File: src/rtl/pattern_serializer_pkg.sv
// Shared types and constants for the serial pattern path.
// Imported by the serializer, its interface and its bench.
package pattern_pkg;

    typedef enum logic [1:0] {
        IDLE  = 2'd0,
        ARMED = 2'd1,
        SHIFT = 2'd2,
        GAP   = 2'd3
    } state_t;

    localparam logic [4:0] PAT_10011 = 5'b10011;

endpackage

File: src/rtl/pattern_serializer_if.sv
// Pattern word handshake into the serializer.
// Producer drives valid/data/rpt, serializer drives ready.
interface pattern_serializer_if #(
    parameter int DATA_W = 5
);
    logic              in_valid;
    logic [DATA_W-1:0] in_data;
    logic [3:0]        in_rpt;
    logic              in_ready;

    modport master (
        output in_valid,
        output in_data,
        output in_rpt,
        input  in_ready
    );

    modport slave (
        input  in_valid,
        input  in_data,
        input  in_rpt,
        output in_ready
    );
endinterface

File: src/rtl/pattern_serializer_bit_tick_gen.sv
// Free-running clock divider producing a one-clk bit-rate strobe.
// Shared by the slower serial blocks.
module bit_tick_gen #(
    parameter int TICK_DIV = 1,
    parameter int CNT_W    = 28
) (
    input  logic clk,
    input  logic rst,
    output logic tick
);
    logic [CNT_W-1:0] cnt;

    assign tick = (cnt == CNT_W'(TICK_DIV - 1));

    // count 0..TICK_DIV-1 and wrap, never realigned
    always_ff @(posedge clk or negedge rst) begin
        if (!rst) begin
            cnt <= '0;
        end else if (tick) begin
            cnt <= '0;
        end else begin
            cnt <= cnt + CNT_W'(1);
        end
    end
endmodule

File: src/rtl/pattern_serializer.sv
// Parallel pattern word to MSB-first serial line with repeat
// and a trailing low gap, paced by a divided bit tick.
module pattern_serializer
    import pattern_pkg::*;
#(
    parameter int DATA_W   = 5,
    parameter int TICK_DIV = 1,
    parameter int CNT_W    = 28,
    parameter int GAP_BITS = 2
) (
    input  logic                 clk,
    input  logic                 rst,
    pattern_serializer_if.slave  in_if,
    output logic                 w,
    output logic                 busy,
    output logic                 frame_done,
    output logic                 bit_tick
);
    localparam int BIT_W = $clog2(DATA_W + 1);
    localparam int GAP_W = $clog2(GAP_BITS + 1);

    state_t            state, state_n;
    logic              w_n, frame_done_n;
    logic [DATA_W-1:0] shadow, shadow_n;
    logic [DATA_W-1:0] shift, shift_n;
    logic [3:0]        rep, rep_n;
    logic [BIT_W-1:0]  bit_cnt, bit_cnt_n;
    logic [GAP_W-1:0]  gap_cnt, gap_cnt_n;

    bit_tick_gen #(
        .TICK_DIV (TICK_DIV),
        .CNT_W    (CNT_W)
    ) u_tick (
        .clk  (clk),
        .rst  (rst),
        .tick (bit_tick)
    );

    assign in_if.in_ready = (state == IDLE);
    assign busy           = (state == SHIFT) || (state == GAP);

    // next state and datapath; w only moves on tick edges
    always_comb begin
        state_n      = state;
        w_n          = w;
        frame_done_n = 1'b0;
        shadow_n     = shadow;
        shift_n      = shift;
        rep_n        = rep;
        bit_cnt_n    = bit_cnt;
        gap_cnt_n    = gap_cnt;
        unique case (state)
            IDLE: begin
                if (in_if.in_valid) begin
                    shadow_n = in_if.in_data;
                    shift_n  = in_if.in_data;
                    rep_n    = in_if.in_rpt;
                    state_n  = ARMED;
                end
            end
            ARMED: begin
                if (bit_tick) begin
                    w_n       = shift[DATA_W-1];
                    shift_n   = {shift[DATA_W-2:0], 1'b0};
                    bit_cnt_n = BIT_W'(1);
                    state_n   = SHIFT;
                end
            end
            SHIFT: begin
                if (bit_tick) begin
                    if (bit_cnt != BIT_W'(DATA_W)) begin
                        w_n       = shift[DATA_W-1];
                        shift_n   = {shift[DATA_W-2:0], 1'b0};
                        bit_cnt_n = bit_cnt + BIT_W'(1);
                    end else if (rep != 4'd0) begin
                        rep_n     = rep - 4'd1;
                        w_n       = shadow[DATA_W-1];
                        shift_n   = {shadow[DATA_W-2:0], 1'b0};
                        bit_cnt_n = BIT_W'(1);
                    end else begin
                        w_n       = 1'b0;
                        bit_cnt_n = '0;
                        gap_cnt_n = GAP_W'(1);
                        state_n   = GAP;
                    end
                end
            end
            GAP: begin
                if (bit_tick) begin
                    if (gap_cnt == GAP_W'(GAP_BITS)) begin
                        gap_cnt_n    = '0;
                        frame_done_n = 1'b1;
                        state_n      = IDLE;
                    end else begin
                        gap_cnt_n = gap_cnt + GAP_W'(1);
                    end
                end
            end
            default: state_n = IDLE;
        endcase
    end

    // state and datapath registers
    always_ff @(posedge clk or negedge rst) begin
        if (!rst) begin
            state      <= IDLE;
            w          <= 1'b0;
            frame_done <= 1'b0;
            shadow     <= '0;
            shift      <= '0;
            rep        <= '0;
            bit_cnt    <= '0;
            gap_cnt    <= '0;
        end else begin
            state      <= state_n;
            w          <= w_n;
            frame_done <= frame_done_n;
            shadow     <= shadow_n;
            shift      <= shift_n;
            rep        <= rep_n;
            bit_cnt    <= bit_cnt_n;
            gap_cnt    <= gap_cnt_n;
        end
    end
endmodule

File: src/flat_wrapper.sv
// flat-port wrapper written by rule: the top's interface ports become plain ports
module pattern_serializer_flat import pattern_pkg::*;
#(
    parameter int DATA_W   = 5,
    parameter int TICK_DIV = 1,
    parameter int CNT_W    = 28,
    parameter int GAP_BITS = 2
)
  (clk, rst, w, busy, frame_done, bit_tick, in_if_in_valid, in_if_in_data, in_if_in_rpt, in_if_in_ready);
  pattern_serializer_if #(.DATA_W(DATA_W)) in_if_i ();
  input  logic clk;
  input  logic rst;
  output logic w;
  output logic busy;
  output logic frame_done;
  output logic bit_tick;
  input wire logic [$bits(in_if_i.in_valid)-1:0] in_if_in_valid;
  input wire logic [$bits(in_if_i.in_data)-1:0] in_if_in_data;
  input wire logic [$bits(in_if_i.in_rpt)-1:0] in_if_in_rpt;
  output wire logic [$bits(in_if_i.in_ready)-1:0] in_if_in_ready;
  assign in_if_i.in_valid = in_if_in_valid;
  assign in_if_i.in_data = in_if_in_data;
  assign in_if_i.in_rpt = in_if_in_rpt;
  assign in_if_in_ready = in_if_i.in_ready;
  pattern_serializer #(.DATA_W(DATA_W), .TICK_DIV(TICK_DIV), .CNT_W(CNT_W), .GAP_BITS(GAP_BITS)) u_core (.clk(clk), .rst(rst), .in_if(in_if_i), .w(w), .busy(busy), .frame_done(frame_done), .bit_tick(bit_tick));
endmodule
File: config.mk
export PLATFORM = sky130hd
export DESIGN_NAME = pattern_serializer_flat
export DESIGN_NICKNAME = d
export VERILOG_FILES = /design/src/rtl/pattern_serializer_pkg.sv /design/src/rtl/pattern_serializer_if.sv /design/src/rtl/pattern_serializer_bit_tick_gen.sv /design/src/rtl/pattern_serializer.sv /design/src/flat_wrapper.sv
export SDC_FILE = /design/constraint.sdc
export NUM_CORES = 1
export LEC_CHECK = 0
export ABC_AREA = 1
export CORE_ASPECT_RATIO = 0.5
export CORE_MARGIN = 2
export CORE_UTILIZATION = 59
export CTS_CLUSTER_SIZE = 30
export DETAILED_ROUTE_END_ITERATION = 6
export PLACE_DENSITY = 0.84
export SLEW_MARGIN = 20
export SYNTH_ARGS = -nofsm -noshare
export SYNTH_HDL_FRONTEND = slang
export SYNTH_SLANG_ARGS = --single-unit
File: constraint.sdc
create_clock -name clk -period 1.99 [get_ports clk]
set_input_delay 0.398 -clock clk [delete_from_list [all_inputs] [get_ports clk]]
set_output_delay 0.398 -clock clk [all_outputs]
set_load 0.005 [all_outputs]
==> After elaboration in Yosys (flattened, before gate mapping) <==
Index checks and enable logic that the tools add are counted.
{ "totals": {"ff_bits": 51, "latchBits": 0, "ram_bits": 0, "romBits": 0, "inputBits": 12, "output_inout_bits": 5, "wordCells": 80, "mem_count": 0} }
{ "op_classes": {"add_sub_neg": 4, "n_mul": 0, "n_div": 0, "n_lt_le_gt_ge": 0, "eq_ne": 14, "n_shift": 0, "n_mux": 39, "n_bitwise": 0, "n_reduce_logical": 14} }
{ "op_table": {"columns": ["op", "count"], "rows": [
  ["28-bit by 1-bit adder with 28-bit output (second input constant)", 1],
  ["28-bit logical NOT", 1],
  ["28-bit two-way mux", 1],
  ["5-bit two-way mux", 5],
  ["2-bit two-way mux", 12],
  ["4-bit two-way mux", 4],
  ["2-bit inequality test (second input constant)", 8],
  ["5-bit case mux with 3 select lines", 1],
  ["5-bit AND reduction", 3],
  ["3-bit two-way mux", 3],
  ["1-bit two-way mux", 8],
  ["2-bit case mux with 4 select lines", 1],
  ["4-bit case mux with 2 select lines", 1],
  ["7-bit AND reduction", 1],
  ["2-bit == test (second input constant)", 3],
  ["3-bit inequality test (second input constant)", 2],
  ["3-bit case mux with 2 select lines", 1],
  ["2-bit nonzero test", 3],
  ["2-bit case mux with 2 select lines", 1],
  ["4-bit nonzero test", 1],
  ["4-bit by 1-bit subtractor with 4-bit output (second input constant)", 1],
  ["3-bit by 1-bit adder with 3-bit output (second input constant)", 1],
  ["3-bit AND reduction", 1],
  ["3-bit nonzero test", 1],
  ["6 further kinds", 6]
]} }

==> Depth between registers and ports, before layout <==
Gate-level depths: netlist of run 1.
{ "depth": {"ltp_word": 5, "ltp_mapped": 12, "depth_no_buf": 12} }

==> Hierarchy <==
Synthesis of run 1 repeated with hierarchy kept, for this count alone.
{ "hier_totals": {"hier_cells": 418, "area_unflattened_um2": 3041.7} }
{ "by_module_without_submodules": {"columns": ["module", "instances", "cells_per_inst", "area_per_inst_um2", "seq_area_each_um2"], "rows": [
  ["bit_tick_gen", 1, 232, 1709.1, 700.7],
  ["pattern_serializer", 1, 186, 1332.5, 575.6]
]} }

==> Worst setup path before layout of run 1 <==
No wires, ideal clock.
{ "synth_path": {"kind": "flip-flop to flip-flop", "from": "register u_core.state[0]", "to": "register u_core.rep[2]", "setup_ps": 127, "t_arrival_ps": 1476, "required_time_ps": 1863, "setup_slack_ps": 387, "stages_incl_launch_ff": 11, "path_buffers": 1, "synth_period_minus_slack_ps": 1603, "path_cell_list": "dfrtp_1 > inv_1 > ha_1 > inv_1 > buf_6 > nor2_2 > inv_1 > nand2_1 > nand4_4 > nand2_1 > o21ai_0"} }
{ "synth_between": {"elab_chain_cells": 3, "elab_cells_between_ends": 9, "cone_classes": "eq/ne: 5; mux: 1; reduce/logical: 3"} }
{ "synth_lines": {"columns": ["item", "line", "source"], "rows": [
  ["start: declaration", "pattern_serializer.sv:22", "state_t state, state_n;"],
  ["start signal: assignment", "pattern_serializer.sv:115", "state <= state_n;"],
  ["2-bit == test or 2-bit logical NOT (tied branches)", "pattern_serializer.sv:52", "unique case (state)"],
  ["2-bit inequality test (no source line) or 2-bit nonzero test (tied branches)", null, null],
  ["5-bit AND reduction (no source line)", null, null],
  ["end signal: assignment", "pattern_serializer.sv:120", "rep <= rep_n;"],
  ["end: declaration", "pattern_serializer.sv:26", "logic [3:0] rep, rep_n;"]
]} }
Several ways; a longest one is shown, not always the timed one.
A chain may end at the register's enable or synchronous reset.

==> Worst setup path in the final report of run 1 <==
{ "layout_path": {"from": "register u_core.u_tick.cnt[5]", "to": "output port bit_tick"} }
{ "layout_between": {"elab_chain_cells": 1} }
{ "layout_lines": {"columns": ["item", "line", "source"], "rows": [
  ["start: declaration", "pattern_serializer_bit_tick_gen.sv:11", "logic [CNT_W-1:0] cnt;"],
  ["start signal: assignment", "pattern_serializer_bit_tick_gen.sv:22", "cnt <= cnt + CNT_W'(1);"],
  ["28-bit logical NOT", "pattern_serializer_bit_tick_gen.sv:13", "assign tick = (cnt == CNT_W'(TICK_DIV - 1));"],
  ["end: declaration", "flat_wrapper.sv:16", "output logic bit_tick;"]
]} }
No other way between the ends.

==> flow_metrics.env, run 1 <==
export IMPL_crit_family="simple AND/OR/NAND/NOR gates"
export IMPL_cts_buffer_depth=2
export IMPL_wl_mm=6.88
export IMPL_fmax_ghz=0.525
export IMPL_num_io_pins=17
export IMPL_hpwlAfterDp_mm=4.95
export IMPL_finalClockSkew_ns=0.00869
export IMPL_clkSinkCount=51
export IMPL_rows=18
export IMPL_die_w_um=104
export IMPL_r2r_start="u_core.u_tick.cnt[1]$_DFF_PN0_"
export IMPL_synth_top_area_share_pct=43.3
export IMPL_synth_fp_nets=391
export IMPL_utilization_pct=72.6
export IMPL_vias_per_cell=5.43
export IMPL_setup_worst_path_class="reg -> out"
export IMPL_clockPowerShare_pct=17.3
export IMPL_synth_distinct_cells=31
export IMPL_tightest_slew_ns=0.444
export IMPL_netlist_instances=371
export IMPL_whs_ns=0.0160
export IMPL_async_flop_share_pct=100
export IMPL_coreArea_sq_mm=0.00486
export IMPL_crit_fanout=4
export IMPL_vias=2682
export IMPL_io_buffers=16
export IMPL_total_power_mw=3.60
export IMPL_hp_class="in -> async"
export IMPL_p_switching_mw=1.41
export IMPL_cp_num_buf_inv=2
export IMPL_intPower_mw=2.19
export IMPL_cp_start_kind="flop"
export IMPL_cts_max_level=2
export IMPL_grt_pass1_vias=2469
export IMPL_grt_use_total_pct=24.9
export IMPL_crit_start="u_core.u_tick.cnt[5]$_DFF_PN0_"
export IMPL_post_route_min_period_ns=1.90
export IMPL_status="completed"
export IMPL_synth_seq_cells=51
export IMPL_slew_violations=0
export IMPL_wl_per_cell_um=13.9
export IMPL_synth_edff_count=0
export IMPL_antenna_found_initial=0
export IMPL_p_per_area_mw_per_mm2=1020
export IMPL_clkLatencyLatePin_ns=0.31
export IMPL_slowest_delay_ns=0.44
export IMPL_ys_seq_area_share_pct=43.3
export IMPL_grt_pass1_wl_mm=10.8
export IMPL_end_kind="output pin"
export IMPL_p_comb_share_pct=43.5
export IMPL_rsz0062_at_grt="yes"
export IMPL_die_area_sq_mm=0.00561
export IMPL_chipHeight_um=54.0
export IMPL_worst_endpoint_arrival_ns=1.51
export IMPL_crit_path_cell_trace="inv_2, nand3_1, nand3b_1, nor2_2, clkbuf_2"
export IMPL_min_period_over_period_pct=95.7
export IMPL_syn_area_sq_mm=0.00295
export IMPL_cts_tree="done"
export IMPL_hold_viol=0
export IMPL_swShare_pct=39.1
export IMPL_place_congestion=0.907
export IMPL_grt_max_degree=21
export IMPL_syn_to_final_growth_pct=19.7
export IMPL_p_leak_nw=1.87
export IMPL_drt_iter0_markers=172
export IMPL_slew_headroom_pct=70.4
export IMPL_drc=0
export IMPL_start_util_pct=60.6
export IMPL_finalSetupViolations=0
export IMPL_ant_nets=0
export IMPL_root_buffer="clkbuf_8"
export IMPL_drv_cap=0
export IMPL_netlist_top_cells_area="dfrtp_1, nand2_1, inv_1"
export IMPL_overflow=0
export IMPL_peakVddDrop_mv=0.830
export IMPL_netlist_top_cell_by_area="dfrtp_1"
export IMPL_clkTransAtPathRegs_ns=0.09
export IMPL_critPathSlowestCell="dfrtp_1"
export IMPL_yosys_warnings=0
export IMPL_num_antenna_cells=0
export IMPL_fin_nets=444
export IMPL_cp_required_ns=1.59
export IMPL_drtPass1Iterations=5
export IMPL_layout_drive_gt1_share_pct=18.9
export IMPL_numCtsBuffers=5
export IMPL_synthFlopType="dfrtp_1"
export IMPL_syn_area_per_cell_sq_um=7.95
export IMPL_power_frac_seq_pct=39.3
[power groups by stage]
stage | clock, mW | sequential, mW | combinational (mW)
floorplan | 0 | 1.39 | 1.07
global placement | 0 | 1.41 | 1.39
detailed placement | 0 | 1.42 | 1.47
CTS | 0.624 | 1.41 | 1.50
global route | 0.667 | 1.44 | 1.75
finish | 0.621 | 1.41 | 1.57
[cells by family (layout without fill, tap and decap cells)]
| family | count (synthesis) | in the layout | synth area share, % |
|---|---|---|---|
| adders and majority gates | 8 | 8 | 3.39 |
| xor gates and xnor gates | 22 | 22 | 6.53 |
| and+or+nand+nor | 172 | 172 | 27.5 |
| AOI/OAI and AO/OA | 41 | 41 | 7.51 |
| muxes | 7 | 7 | 2.59 |
| buffers and inverters | 70 | 123 | 9.16 |
| DFF | 51 | 51 | 43.3 |
[final timing paths]
check / to / slack (ns) / cells past startpoint
setup reg to reg: u_core.state[0]$_DFFE_PN0P_ / 0.16 / 12
hold reg to reg: u_core.shift[3]$_DFFE_PN0P_ / 0.50 / 2
hold / removal: u_core.u_tick.cnt[9]$_DFF_PN0_ / 0.02 / 1
min in group clk: u_core.shift[3]$_DFFE_PN0P_ / 0.50 / 2
max in group asynchronous: u_core.u_tick.cnt[2]$_DFF_PN0_ / 1.39 / 2
setup / recovery: bit_tick / 0.09 / 5
[synthesized netlist by cell type, types with 2 or more instances]
cell / count
a21oi_1: 9
dfrtp_1: 51
ha_1: 8
inv_1: 65
inv_2: 4
mux2_2: 5
mux2i_1: 2
nand2_1: 93
nand2_2: 4
nand3_1: 10
nand3_2: 2
nand3b_1: 2
nand4_1: 6
nor2_1: 27
nor2_2: 4
nor2_4: 2
nor3_1: 10
nor3_2: 4
nor4_1: 3
o2111ai_1: 2
o21ai_0: 18
o21ai_1: 9
o21bai_1: 2
xor2_1: 22
[final cells by class]
cell class	count	area [sq um]
multi-input cells	250	1440
fillers	355	1340
flip-flops and latches	51	1280
repair buffers	47	382
inverters	69	259
well taps	70	87.6
clock buffers	6	82.6
clock inverters	1	5.00
[flip-flops by register name, summed over array words and instances, names as in the netlist]
register           flops
u_core.gap_cnt         2
u_core.shift           5
u_core.rep             4
u_core.w               1
u_core.state           2
u_core.bit_cnt         3
u_core.u_tick.cnt     28
u_core.frame_done      1
u_core.shadow          5
[placed cells by master, fill, tap and decap left out, types with 9 or more instances in the layout]
cell type	Yosys	layout
a21oi_1	9	9
buf_4	0	31
clkdlybuf4s50_1	0	13
dfrtp_1	51	51
inv_1	65	61
nand2_1	93	93
nand3_1	10	10
nor2_1	27	22
nor2_2	4	9
nor3_1	10	10
o21ai_0	18	18
o21ai_1	9	9
xor2_1	22	22
[metal layers]
layer	global-route usage (%)	part of all wire, %	vias up
met5	0	0	-
met4	9.68	2.3	0
li1	-	-	1274
met2	45.4	50	91
met3	6.54	5.8	20
met1	29.3	42	1297
[metrics by stage]
stage	instances	setup slack [ns]	setup TNS, ns	area [sq um]
floorplan	371	0.387	0	2950
global placement	480	0.0867	0	3360
detailed placement	480	0.0561	0	3360
CTS	492	0.00274	0	3500
global route	494	-0.0573	-0.162	3530
finish	494	0.0854	0	3530
[what timing repair did]
item	in CTS	in global routing
endpoints found under the setup margin	3	3
pin swaps	3	2
setup buffers	5	2
hold buffers	0	0
resized for setup	11	6
Note: power is estimated with default switching activity, not from simulation.
==> inputs of run 2 (changes only) <==
--- a/config.mk
+++ b/config.mk
@@ -12,7 +12,6 @@
 export CTS_CLUSTER_SIZE = 30
 export DETAILED_ROUTE_END_ITERATION = 6
 export PLACE_DENSITY = 0.84
-export SLEW_MARGIN = 20
 export SYNTH_ARGS = -nofsm -noshare
 export SYNTH_HDL_FRONTEND = slang
 export SYNTH_SLANG_ARGS = --single-unit
==> results of run 2 <==
No change in the layout: final DEF, timing and power equal those of run 1.
==> inputs of run 3 (changes only) <==
--- a/config.mk
+++ b/config.mk
@@ -8,10 +8,12 @@
 export ABC_AREA = 1
 export CORE_ASPECT_RATIO = 0.5
 export CORE_MARGIN = 2
-export CORE_UTILIZATION = 59
+export CORE_UTILIZATION = 50
 export CTS_CLUSTER_SIZE = 30
 export DETAILED_ROUTE_END_ITERATION = 6
-export PLACE_DENSITY = 0.84
+export GPL_TIMING_DRIVEN = 0
+export PLACE_DENSITY = 0.74
 export SYNTH_ARGS = -nofsm -noshare
 export SYNTH_HDL_FRONTEND = slang
+export SYNTH_HIERARCHICAL = 1
 export SYNTH_SLANG_ARGS = --single-unit
==> run 3 against run 2 <==
Non-clock buffer count fell by 22. Clock power is 52% higher. Sequential power hardly changed. Flip-flop and latch count is the same. Area after synthesis grew 3.1%. First-iteration DRC count decreased by 48%. Final cell count increased by 6.5%. Utilization fell by 13 points. Critical endpoint unchanged. Setup slack worse by 0.079 ns. Die area grew 20%.
==> flow_metrics.env, run 3 <==
export IMPL_cp_start_kind="flop"
export IMPL_critPathSlowestCell="dfrtp_1"
export IMPL_synth_top_cells_by_count="nand2_1, nor2_1, inv_1"
export IMPL_numCtsBuffers=5
export IMPL_hpwlAfterDp_mm=4.26
export IMPL_crit_path_cell_trace="inv_2, ha_4, nand2_2, nor3_2, nand3_2, nor2_4, clkbuf_2"
export IMPL_slew_headroom_pct=78.4
export IMPL_final_cell_mix="nand2_1, nor2_1, inv_1, dfrtp_1, nand3_1"
export IMPL_place_congestion=0.858
export IMPL_multiInputGateArea_sq_mm=0.00156
export IMPL_num_antenna_cells=0
export IMPL_p_per_area_mw_per_mm2=1090
export IMPL_hp_class="reg -> reg"
export IMPL_wl_per_cell_um=11.1
export IMPL_vias_per_cell=4.66
export IMPL_clkSinkCount=51
export IMPL_cp_required_ns=1.59
export IMPL_fmax_ghz=0.504
export IMPL_min_period_over_period_pct=99.7
export IMPL_drtPass1Iterations=4
export IMPL_start_util_pct=50.9
export IMPL_p_leak_nw=1.91
export IMPL_rows=20
export IMPL_cts_tree="done"
export IMPL_antenna_found_initial=0
export IMPL_cts_buffer_depth=2
export IMPL_fillCellCount=511
export IMPL_synthFlopType="dfrtp_1"
export IMPL_synth_most_common_cell="nand2_1"
export IMPL_netlist_top_cells_area="dfrtp_1, nand2_1, nor2_1"
export IMPL_slowest_delay_ns=0.39
export IMPL_tns_ns=0
export IMPL_grt_pass1_wl_mm=10.1
export IMPL_yosys_warnings=6
export IMPL_status="completed"
export IMPL_whs_path_depth=2
export IMPL_synth_edff_count=0
export IMPL_synth_top_area_share_pct=42.0
export IMPL_async_flop_share_pct=100
export IMPL_drv_cap=0
export IMPL_slew_violations=0
export IMPL_grt_pass1_vias=2163
export IMPL_hold_viol=0
export IMPL_finalSetupViolations=0
export IMPL_top_register="u_core/u_tick/cnt"
export IMPL_chipHeight_um=59.2
export IMPL_placedCellCount=512
export IMPL_coreArea_sq_mm=0.00598
export IMPL_grt_max_degree=40
export IMPL_ys_seq_area_share_pct=42.0
export IMPL_netlist_top_cell_by_area="dfrtp_1"
export IMPL_clkLatencyLatePin_ns=0.29
export IMPL_netlist_instances=418
export IMPL_die_w_um=114
export IMPL_peakVddDrop_mv=0.894
export IMPL_worst_endpoint_arrival_ns=1.59
export IMPL_post_route_min_period_ns=1.98
export IMPL_synth_seq_cells=51
export IMPL_end_kind="output pin"
export IMPL_die_area_sq_mm=0.00676
export IMPL_fin_cells=526
export IMPL_syn_to_final_growth_pct=17.8
export IMPL_crit_fanout=3
export IMPL_rr_worst_depth=13
export IMPL_drc=0
export IMPL_wl_mm=5.85
export IMPL_largest_register_ffs=28
export IMPL_syn_area_sq_mm=0.00304
export IMPL_reg_top3="u_core/u_tick/cnt (28), u_core/shadow (5), u_core/shift (5)"
export IMPL_grt_use_total_pct=19.5
export IMPL_num_io_pins=17
export IMPL_clkTransAtPathRegs_ns=0.06
export IMPL_syn_area_per_cell_sq_um=7.28
export IMPL_fin_nets=469
export IMPL_ant_nets=0
export IMPL_setup_worst_path_class="reg -> out"
export IMPL_seq_area_sq_mm=0.00128
export IMPL_synth_distinct_cells=27
export IMPL_finalClockSkew_ns=0.00548
export IMPL_drt_iter0_markers=89
export IMPL_synth_fp_nets=438
export IMPL_io_buffers=16
export IMPL_overflow=0
export IMPL_vias=2451
export IMPL_tightest_slew_ns=0.323
export IMPL_layout_commonest_cell="nand2_1"
export IMPL_layout_drive_gt1_share_pct=14.0
export IMPL_rsz0062_at_grt="yes"
export IMPL_root_buffer="clkbuf_16"
export IMPL_cts_max_level=2
-- run 3: cell types whose count changed in the layout (fill, tap and decap cells not counted), sizes merged, moves of 3 or more --
cell   previous run  this run
nor2             33        80
nand2            98       136
buf              32         9
o21ai            27        14
nand3            12        23
nor3             14         3
xor2             22        12
mux2              5         1
nor4              4         0
xnor2             0         4
inv              69        66
-- run 3: layer usage --
| metal | global-route usage, % | share of wire (%) | routed length (um) |
|---|---|---|---|
| met3 | 6.13 | 2.9 | 168 |
| met1 | 28.1 | 52 | 3060 |
| met5 | 0 | 0 | 0 |
| met4 | 4.18 | 0.84 | 49 |
| met2 | 28.9 | 44 | 2570 |
-- run 3: cell type report --
| class | count | area share [%] |
|---|---|---|
| sequential | 51 | 35.7 |
| timing repair buffer | 24 | 6.29 |
| multi-input combinational | 299 | 43.5 |
| clock buffer | 5 | 3.49 |
| inverter | 67 | 7.02 |
| clock inverter | 2 | 1.05 |
| tap | 77 | 2.69 |
| buffer | 1 | 0.314 |
-- run 3: timing repair --
| action | 4_1_cts | 5_1_grt |
|---|---|---|
| setup endpoints to repair | 19 | 6 |
| hold buffers | 1 | 0 |
| hold endpoints to repair | 12 | 0 |
| cloned | 0 | 1 |
| resized for setup | 9 | 17 |
| pin swaps | 1 | 6 |
| setup buffers | 3 | 2 |
-- run 3: logic make-up (layout without fill, tap and decap cells) --
logic type	Yosys count	after routing	synth area share, %
compound gates	25	25	4.40
simple gates	249	249	36.7
buf+inv	68	99	8.64
mux	1	1	0.370
fa+ha+maj	8	8	3.29
xor+xnor	16	16	4.61
flops	51	51	42.0
-- run 3: worst max-delay path: cells and delay by family (launching register included) --
kind,cells,cell delay [ns]
adder cells (fa/ha/maj),1,0.13
buffers and inverters,2,0.23
AND/OR/NAND/NOR,4,0.54
flip-flops,1,0.39
-- run 3: worst paths after layout --
kind	slack, ns	startpoint	endpoint
setup / recovery	0.006	u_core/u_tick/cnt[0]$_DFF_PN0_	bit_tick
hold / removal	0.48	u_core/shift[3]$_DFFE_PN0P_	u_core/shift[3]$_DFFE_PN0P_
setup reg to reg	0.10	u_core/u_tick/cnt[0]$_DFF_PN0_	u_core/state[0]$_DFFE_PN0P_
hold reg to reg	0.48	u_core/shift[3]$_DFFE_PN0P_	u_core/shift[3]$_DFFE_PN0P_
max in group asynchronous	0.95	rst	u_core/u_tick/cnt[7]$_DFF_PN0_
min in group asynchronous	0.53	rst	u_core/rep[1]$_DFFE_PN0P_
-- run 3: through the flow --
stage	util [%]	setup WS, ns	power [mW]	area [sq um]	hold WS, ns
after floorplan	-	0.0667	2.51	3040	0.102
after global placement	55.1	-0.972	2.86	3300	0.450
after detailed placement	55.4	-0.571	2.88	3310	0.308
after CTS	58.9	0.0237	3.85	3520	0.486
after global routing	59.9	-0.117	4.26	3580	0.510
final	59.9	0.00614	3.90	3580	0.478
-- run 3: where the power goes --
| part | switching [mW] | total, mW | internal [mW] | leakage (nW) |
|---|---|---|---|---|
| clock | 0.360 | 0.945 | 0.586 | 0.0759 |
| combinational | 0.940 | 1.55 | 0.608 | 1.17 |
| sequential | 0.133 | 1.40 | 1.27 | 0.669 |
